File: src/rtl/gain_coeff_if.sv
// Bundle between the scaled-stream / gain stage and the coefficient
// controller: sync strobe, per-frame peaks, manual/auto coefficients.
interface gain_coeff_if #(
  parameter int BITWIDTH = 7
);
  logic                en_sync_in;
  logic [BITWIDTH+1:0] cnt_sync_in;
  logic [31:0]         max_I;
  logic [31:0]         max_Q;
  logic [31:0]         max_U;
  logic [31:0]         max_V;
  logic                auto_en;
  logic [15:0]         manual_coeff_I;
  logic [15:0]         manual_coeff_Q;
  logic [15:0]         manual_coeff_U;
  logic [15:0]         manual_coeff_V;
  logic [15:0]         scaled_coeff_I;
  logic [15:0]         scaled_coeff_Q;
  logic [15:0]         scaled_coeff_U;
  logic [15:0]         scaled_coeff_V;
  logic                coeff_update;
  logic                busy;
  logic                overrun;

  modport master (
    output en_sync_in,
    output cnt_sync_in,
    output max_I,
    output max_Q,
    output max_U,
    output max_V,
    output auto_en,
    output manual_coeff_I,
    output manual_coeff_Q,
    output manual_coeff_U,
    output manual_coeff_V,
    input  scaled_coeff_I,
    input  scaled_coeff_Q,
    input  scaled_coeff_U,
    input  scaled_coeff_V,
    input  coeff_update,
    input  busy,
    input  overrun
  );

  modport slave (
    input  en_sync_in,
    input  cnt_sync_in,
    input  max_I,
    input  max_Q,
    input  max_U,
    input  max_V,
    input  auto_en,
    input  manual_coeff_I,
    input  manual_coeff_Q,
    input  manual_coeff_U,
    input  manual_coeff_V,
    output scaled_coeff_I,
    output scaled_coeff_Q,
    output scaled_coeff_U,
    output scaled_coeff_V,
    output coeff_update,
    output busy,
    output overrun
  );
endinterface

File: src/rtl/gain_coeff_ctrl.sv
// Per-frame automatic gain coefficient controller: latches channel
// peaks, divides a target by each peak serially, commits all four.
module gain_coeff_ctrl #(
  parameter int          BITWIDTH   = 7,
  parameter int          LAST_CNT   = 511,
  parameter int          MAX_LAT    = 2,
  parameter logic [15:0] TARGET     = 16'h4000,
  parameter int          COEFF_FRAC = 12
) (
  input logic       clk,
  input logic       rst,
  gain_coeff_if.slave bus
);

  localparam int          CNT_W    = BITWIDTH + 2;
  localparam logic [31:0] DIVIDEND = 32'(TARGET) << COEFF_FRAC;

  typedef enum logic [1:0] {
    IDLE,
    WAIT,
    DIV,
    COMMIT
  } state_t;

  state_t state;
  state_t state_nxt;

  logic              frame_end;
  logic [3:0]        lat_cnt;
  logic [5:0]        phase;
  logic [1:0]        ch;
  logic [3:0][31:0]  max_r;
  logic [31:0]       rem;
  logic [31:0]       quo;
  logic [31:0]       dvs;
  logic [3:0][15:0]  stage;
  logic [3:0][15:0]  result;
  logic              ovr;

  logic              load_lat;
  logic              lat_dec;
  logic              latch_max;
  logic              div_load;
  logic              div_step;
  logic              div_done;
  logic              commit;
  logic              busy;

  logic [32:0]       shifted;
  logic [32:0]       trial;
  logic [31:0]       rem_nxt;
  logic [31:0]       quo_nxt;
  logic [15:0]       q_sat;

  assign frame_end = bus.en_sync_in &&
                     (bus.cnt_sync_in == CNT_W'(LAST_CNT));

  always_ff @(posedge clk or negedge rst) begin
    if (!rst) begin
      state <= IDLE;
    end else begin
      state <= state_nxt;
    end
  end

  always_comb begin
    state_nxt = state;
    unique case (state)
      IDLE: begin
        if (frame_end) state_nxt = WAIT;
      end
      WAIT: begin
        if (lat_cnt == 4'd0) state_nxt = DIV;
      end
      DIV: begin
        if (phase == 6'd32 && ch == 2'd3) state_nxt = COMMIT;
      end
      COMMIT: begin
        state_nxt = IDLE;
      end
      default: state_nxt = IDLE;
    endcase
  end

  always_comb begin
    load_lat  = 1'b0;
    lat_dec   = 1'b0;
    latch_max = 1'b0;
    div_load  = 1'b0;
    div_step  = 1'b0;
    div_done  = 1'b0;
    commit    = 1'b0;
    busy      = 1'b1;
    unique case (state)
      IDLE: begin
        busy     = 1'b0;
        load_lat = frame_end;
      end
      WAIT: begin
        latch_max = (lat_cnt == 4'd0);
        lat_dec   = (lat_cnt != 4'd0);
      end
      DIV: begin
        div_load = (phase == 6'd0);
        div_step = (phase != 6'd0);
        div_done = (phase == 6'd32);
      end
      COMMIT: begin
        commit = 1'b1;
      end
      default: busy = 1'b0;
    endcase
  end

  // One restoring step: shift in the next dividend bit, keep the
  // trial remainder only when it does not go negative.
  always_comb begin
    shifted = {rem, quo[31]};
    trial   = shifted - {1'b0, dvs};
    if (!trial[32]) begin
      rem_nxt = trial[31:0];
      quo_nxt = {quo[30:0], 1'b1};
    end else begin
      rem_nxt = shifted[31:0];
      quo_nxt = {quo[30:0], 1'b0};
    end
    if (dvs == 32'd0 || quo_nxt[31:16] != 16'd0) begin
      q_sat = 16'hFFFF;
    end else begin
      q_sat = quo_nxt[15:0];
    end
  end

  always_ff @(posedge clk or negedge rst) begin
    if (!rst) begin
      lat_cnt <= '0;
    end else if (load_lat) begin
      lat_cnt <= 4'(MAX_LAT - 1);
    end else if (lat_dec) begin
      lat_cnt <= lat_cnt - 4'd1;
    end
  end

  always_ff @(posedge clk or negedge rst) begin
    if (!rst) begin
      max_r <= '0;
      phase <= '0;
      ch    <= '0;
      rem   <= '0;
      quo   <= '0;
      dvs   <= '0;
      stage <= {4{16'hFFFF}};
    end else begin
      if (latch_max) begin
        max_r <= {bus.max_V, bus.max_U, bus.max_Q, bus.max_I};
        ch    <= 2'd0;
        phase <= 6'd0;
      end
      if (div_load) begin
        rem   <= 32'd0;
        quo   <= DIVIDEND;
        dvs   <= max_r[ch];
        phase <= 6'd1;
      end
      if (div_step) begin
        rem <= rem_nxt;
        quo <= quo_nxt;
        if (div_done) begin
          stage[ch] <= q_sat;
          ch        <= ch + 2'd1;
          phase     <= 6'd0;
        end else begin
          phase <= phase + 6'd1;
        end
      end
    end
  end

  always_ff @(posedge clk or negedge rst) begin
    if (!rst) begin
      result <= {4{16'hFFFF}};
    end else if (commit) begin
      result <= stage;
    end
  end

  // Sticky: any frame end we had to drop since reset.
  always_ff @(posedge clk or negedge rst) begin
    if (!rst) begin
      ovr <= 1'b0;
    end else if (frame_end && busy) begin
      ovr <= 1'b1;
    end
  end

  assign bus.scaled_coeff_I = bus.auto_en ? result[0] : bus.manual_coeff_I;
  assign bus.scaled_coeff_Q = bus.auto_en ? result[1] : bus.manual_coeff_Q;
  assign bus.scaled_coeff_U = bus.auto_en ? result[2] : bus.manual_coeff_U;
  assign bus.scaled_coeff_V = bus.auto_en ? result[3] : bus.manual_coeff_V;
  assign bus.coeff_update   = commit;
  assign bus.busy           = busy;
  assign bus.overrun        = ovr;

endmodule

File: src/flat_wrapper.sv
// flat-port wrapper written by rule: the top's interface ports become plain ports
module gain_coeff_ctrl_flat 
#(
  parameter int          BITWIDTH   = 7,
  parameter int          LAST_CNT   = 511,
  parameter int          MAX_LAT    = 2,
  parameter logic [15:0] TARGET     = 16'h4000,
  parameter int          COEFF_FRAC = 12
)
  (clk, rst, bus_en_sync_in, bus_cnt_sync_in, bus_max_I, bus_max_Q, bus_max_U, bus_max_V, bus_auto_en, bus_manual_coeff_I, bus_manual_coeff_Q, bus_manual_coeff_U, bus_manual_coeff_V, bus_scaled_coeff_I, bus_scaled_coeff_Q, bus_scaled_coeff_U, bus_scaled_coeff_V, bus_coeff_update, bus_busy, bus_overrun);
  gain_coeff_if #(.BITWIDTH(BITWIDTH)) bus_i ();
  input logic clk;
  input logic rst;
  input wire logic [$bits(bus_i.en_sync_in)-1:0] bus_en_sync_in;
  input wire logic [$bits(bus_i.cnt_sync_in)-1:0] bus_cnt_sync_in;
  input wire logic [$bits(bus_i.max_I)-1:0] bus_max_I;
  input wire logic [$bits(bus_i.max_Q)-1:0] bus_max_Q;
  input wire logic [$bits(bus_i.max_U)-1:0] bus_max_U;
  input wire logic [$bits(bus_i.max_V)-1:0] bus_max_V;
  input wire logic [$bits(bus_i.auto_en)-1:0] bus_auto_en;
  input wire logic [$bits(bus_i.manual_coeff_I)-1:0] bus_manual_coeff_I;
  input wire logic [$bits(bus_i.manual_coeff_Q)-1:0] bus_manual_coeff_Q;
  input wire logic [$bits(bus_i.manual_coeff_U)-1:0] bus_manual_coeff_U;
  input wire logic [$bits(bus_i.manual_coeff_V)-1:0] bus_manual_coeff_V;
  output wire logic [$bits(bus_i.scaled_coeff_I)-1:0] bus_scaled_coeff_I;
  output wire logic [$bits(bus_i.scaled_coeff_Q)-1:0] bus_scaled_coeff_Q;
  output wire logic [$bits(bus_i.scaled_coeff_U)-1:0] bus_scaled_coeff_U;
  output wire logic [$bits(bus_i.scaled_coeff_V)-1:0] bus_scaled_coeff_V;
  output wire logic [$bits(bus_i.coeff_update)-1:0] bus_coeff_update;
  output wire logic [$bits(bus_i.busy)-1:0] bus_busy;
  output wire logic [$bits(bus_i.overrun)-1:0] bus_overrun;
  assign bus_i.en_sync_in = bus_en_sync_in;
  assign bus_i.cnt_sync_in = bus_cnt_sync_in;
  assign bus_i.max_I = bus_max_I;
  assign bus_i.max_Q = bus_max_Q;
  assign bus_i.max_U = bus_max_U;
  assign bus_i.max_V = bus_max_V;
  assign bus_i.auto_en = bus_auto_en;
  assign bus_i.manual_coeff_I = bus_manual_coeff_I;
  assign bus_i.manual_coeff_Q = bus_manual_coeff_Q;
  assign bus_i.manual_coeff_U = bus_manual_coeff_U;
  assign bus_i.manual_coeff_V = bus_manual_coeff_V;
  assign bus_scaled_coeff_I = bus_i.scaled_coeff_I;
  assign bus_scaled_coeff_Q = bus_i.scaled_coeff_Q;
  assign bus_scaled_coeff_U = bus_i.scaled_coeff_U;
  assign bus_scaled_coeff_V = bus_i.scaled_coeff_V;
  assign bus_coeff_update = bus_i.coeff_update;
  assign bus_busy = bus_i.busy;
  assign bus_overrun = bus_i.overrun;
  gain_coeff_ctrl #(.BITWIDTH(BITWIDTH), .LAST_CNT(LAST_CNT), .MAX_LAT(MAX_LAT), .TARGET(TARGET), .COEFF_FRAC(COEFF_FRAC)) u_core (.clk(clk), .rst(rst), .bus(bus_i));
endmodule
File: config.mk
export PLATFORM = sky130hd
export DESIGN_NAME = gain_coeff_ctrl_flat
export DESIGN_NICKNAME = d
export VERILOG_FILES = /design/src/rtl/gain_coeff_if.sv /design/src/rtl/gain_coeff_ctrl.sv /design/src/flat_wrapper.sv
export SDC_FILE = /design/constraint.sdc
export NUM_CORES = 1
export LEC_CHECK = 0
export CELL_PAD_IN_SITES_DETAIL_PLACEMENT = 0
export CELL_PAD_IN_SITES_GLOBAL_PLACEMENT = 1
export CORE_MARGIN = 10
export CORE_UTILIZATION = 44
export CTS_BUF_LIST = sky130_fd_sc_hd__clkbuf_8
export CTS_CLUSTER_DIAMETER = 60
export DETAILED_ROUTE_END_ITERATION = 10
export PLACE_DENSITY_LB_ADDON = 0.08
export SYNTH_ARGS = -nofsm -noshare
export SYNTH_HDL_FRONTEND = slang
export SYNTH_SLANG_ARGS = --single-unit
File: constraint.sdc
create_clock -name clk -period 4 [get_ports clk]
set_clock_uncertainty 0.15 [all_clocks]
set_input_delay 0.8 -clock clk [delete_from_list [all_inputs] [get_ports clk]]
set_output_delay 0.8 -clock clk [all_outputs]
set_load 0.1 [all_outputs]
==> key figures <==
Setup path
  – CP cell instances: ha_1 -> inv_1 -> fa_1 -> a211oi_2 -> o211ai_1 -> nand2_2 -> o31ai_4 -> a41oi_4 -> xnor2_2 -> mux2i_1 -> o2bb2ai_1
  – Slowest stage delay, CP: about 0.9 ns
  – R2R cell count: 11
  – Slowest CP cell: xnor2_2
  – CP delay by family, top: compound AO/OA/AOI/OAI gates
  – R2R setup slack: between 0.3 and 0.4 ns
  – Critical Path AT: around 4 ns
  – Critical Path Stages: 11
  – Worst Path Buf+Inv: 1
  – Critical Path RT: roughly 4.3 ns
  – Critical Path Fanout Max: 12
  – Setup crit end kind: register
  – CP startpoint kind: register
  – Crit Path Class: register to register

Cells and area
  – Final instance area: between 20000 and 25000 µm²
  – Most frequent cells in the layout: nand2_1 (492), dfrtp_1 (237), clkdlybuf4s50_1 (203)
  – Fraction of layout cells with a size suffix above 1: 25.9%
  – Fill cell count: between 3000 and 4000
  – Diodes inserted: 0
  – Syn-to-layout area delta: 24.2%
  – Commonest non-fill, non-tap cell in the layout: nand2_1
  – Nets: between 2000 and 2500

Clock network
  – H-tree depth: 3
  – CTS tree: yes
  – Clock Latency Late Sink: just over 0.6 ns
  – Clk pin slew, worst setup/hold paths: about 0.060 ns
  – Root Buffer: clkbuf_8
  – Num Clock Sinks: 367
  – CTS buffer count: 66
  – CTS resizes: 0
  – Clk buf depth: 3

Synthesis
  – Ys flop type: dfrtp_1
  – Warning count from the yosys run: 0
  – Yosys cell types: 75
  – Syn_nets: ~2000
  – Seq cells post-synth: 367
  – Synth Instances: roughly 1700
  – Syn_area_per_cell: ~11 µm²
  – Number of synthesized flops with an enable pin: 0
  – Seq/Total Area, Yosys: a little over half
  – Mapped cell area: around 18000 µm²
  – Async SR Flop Fraction: 100%

Route
  – DR DRC count: 0
  – WL final: around 46000 µm
  – DRT Pass-1 Iters: 5
  – Vias per std cell: around 5.2
  – DRT iter0 DRCs: approximately 680
  – DRT antenna net count: 0
  – Via Count: around 13000
  – WL/cell: approximately 18 µm

Global routing
  – Initial antenna violation count: 0
  – Vias in the first global route: around 14000
  – Largest net degree at the start of global routing: between 100 and 150
  – GRT Overall Usage: 18.6%
  – Global-route wire length before repair: roughly 75000 µm
  – Total gr overflow: 0

Floorplan
  – Core Box Area: ~40000 µm²
  – Die area: around 50000 µm²
  – # rows: 73
  – Ports: ~270
  – Initial Util: 44.7%
  – Die Span Y: 222 µm
  – Die X: around 220 µm

Timing
  – Final period util: roughly nine tenths
  – Minimum clock period after layout: 3.67 ns
  – Final Hold Fails: 0
  – Max-slew headroom: between 20 and 30%
  – Final Max Tran Viols: 0
  – Least-Margin Pin Slew: 1.05 ns
  – TNS Setup: 0 ns
  – # setup viols final: 0
  – Final setup margin: 0.328 ns
  – RSZ-0062 raised after global routing: no
  – Fmax achieved: around 270 MHz

Place
  – GP Congestion: approximately 0.86
  – PortBufs: 271
  – Pre-CTS setup slack: ~0.082 ns
  – DP Area: about 21000 µm²
  – DP Wirelength: approximately 33000 µm

Power and ir drop
  – Worst vdd ir: between 200 and 250 µV
  – Pwr dens: approximately 580 nW/µm²
  – Leakage: around 0.01 µW

Worst hold path
  – Worst Hold Class: register to register
  – Worst Hold Depth: 2

Run
  – Max-cap viol count: 0

Outcome
  – Outcome: finished, final reports clean
per-layer routing:
layer	global-route usage, %	wire length (µm)
met1	24.5	21200
met3	4.65	2460
met5	0	0
met4	4.70	766
met2	30.2	22100
synthesized netlist by cell type, types with 8 or more instances:
| library cell | instances | area (µm²) |
|---|---|---|
| a21o_1 | 8 | 60.1 |
| a21oi_1 | 35 | 175 |
| a22o_1 | 28 | 245 |
| clkbuf_1 | 82 | 308 |
| dfrtp_1 | 239 | 5980 |
| dfstp_2 | 128 | 3360 |
| ha_1 | 44 | 551 |
| inv_1 | 51 | 191 |
| mux2_2 | 160 | 1800 |
| mux2i_1 | 20 | 200 |
| mux4_2 | 32 | 721 |
| nand2_1 | 493 | 1850 |
| nand3_1 | 21 | 105 |
| nand4_1 | 11 | 68.8 |
| nor2_1 | 58 | 218 |
| nor3_1 | 8 | 40.0 |
| nor4_1 | 14 | 87.6 |
| o211ai_1 | 11 | 82.6 |
| o21ai_0 | 98 | 490 |
| o2bb2ai_1 | 19 | 166 |
| xnor2_1 | 22 | 193 |
| xor2_1 | 9 | 78.8 |
logic make-up (layout without fill, tap and decap cells):
group / count (synthesis) / in the layout / synth area share [%]
and+or+nand+nor: 642 / 642 / 14.7
xor gates and xnor gates: 33 / 34 / 1.76
muxes: 214 / 214 / 15.3
DFF: 367 / 367 / 52.2
adders and majority gates: 45 / 45 / 3.19
AOI/OAI and AO/OA: 252 / 252 / 9.40
buffers and inverters: 149 / 449 / 3.39
registers in the layout (all words and copies together), names as in the netlist:
name and flops:
u_core.stage 64, u_core.result 64, u_core.bus.overrun 1, u_core.ch 2, u_core.quo 32, u_core.phase 6, u_core.dvs 32, u_core.max_r 128
u_core.lat_cnt 4, u_core.state 2, u_core.rem 32
where the power goes:
part,leakage (µW),internal (µW),switching (µW)
sequential,0.00428,4640,549
combinational,0.00502,1690,2550
clock,0.000704,1890,1490
total,0.0100,8230,4590
final timing paths:
kind | from | end
hold reg to reg | u_core.max_r[106] | u_core.max_r[106]
setup reg to reg | u_core.dvs[0] | u_core.rem[2]
max in group asynchronous | rst | u_core.stage[26]
min in group asynchronous | rst | u_core.lat_cnt[2]
hold / removal | u_core.max_r[106] | u_core.max_r[106]
setup / recovery | u_core.dvs[0] | u_core.rem[2]
per-stage QoR:
stage	util, %	total power [µW]	hold WS [ns]	instances
floorplan	-	8160	0.290	1702
global placement	52.3	9460	0.304	2422
detailed placement	52.3	9530	0.307	2422
CTS	55.5	13000	0.320	2527
global route	55.5	13700	0.338	2528
finish	55.5	12800	0.314	2528
worst min-delay path, stage by stage (launching register included):
cell     delay, ns
dfrtp_1       0.33
nand2_1       0.05
nand2_1       0.05
area by class of cell:
class / count / area [µm²] / area share, %
sequential: 367 / 9350 / 42.1
multi-input combinational: 1187 / 7970 / 35.9
timing repair buffer: 293 / 2790 / 12.6
clock buffer: 79 / 1090 / 4.90
tap: 525 / 657 / 2.96
inverter: 52 / 195 / 0.879
clock inverter: 25 / 158 / 0.710
timing repair:
action | CTS | global route
hold buffers | 1 | 0
setup buffers | 0 | 0
endpoints found under the setup margin | 0 | 11
hold endpoints to repair | 21 | 0
Power figures use the tool's default switching activity.
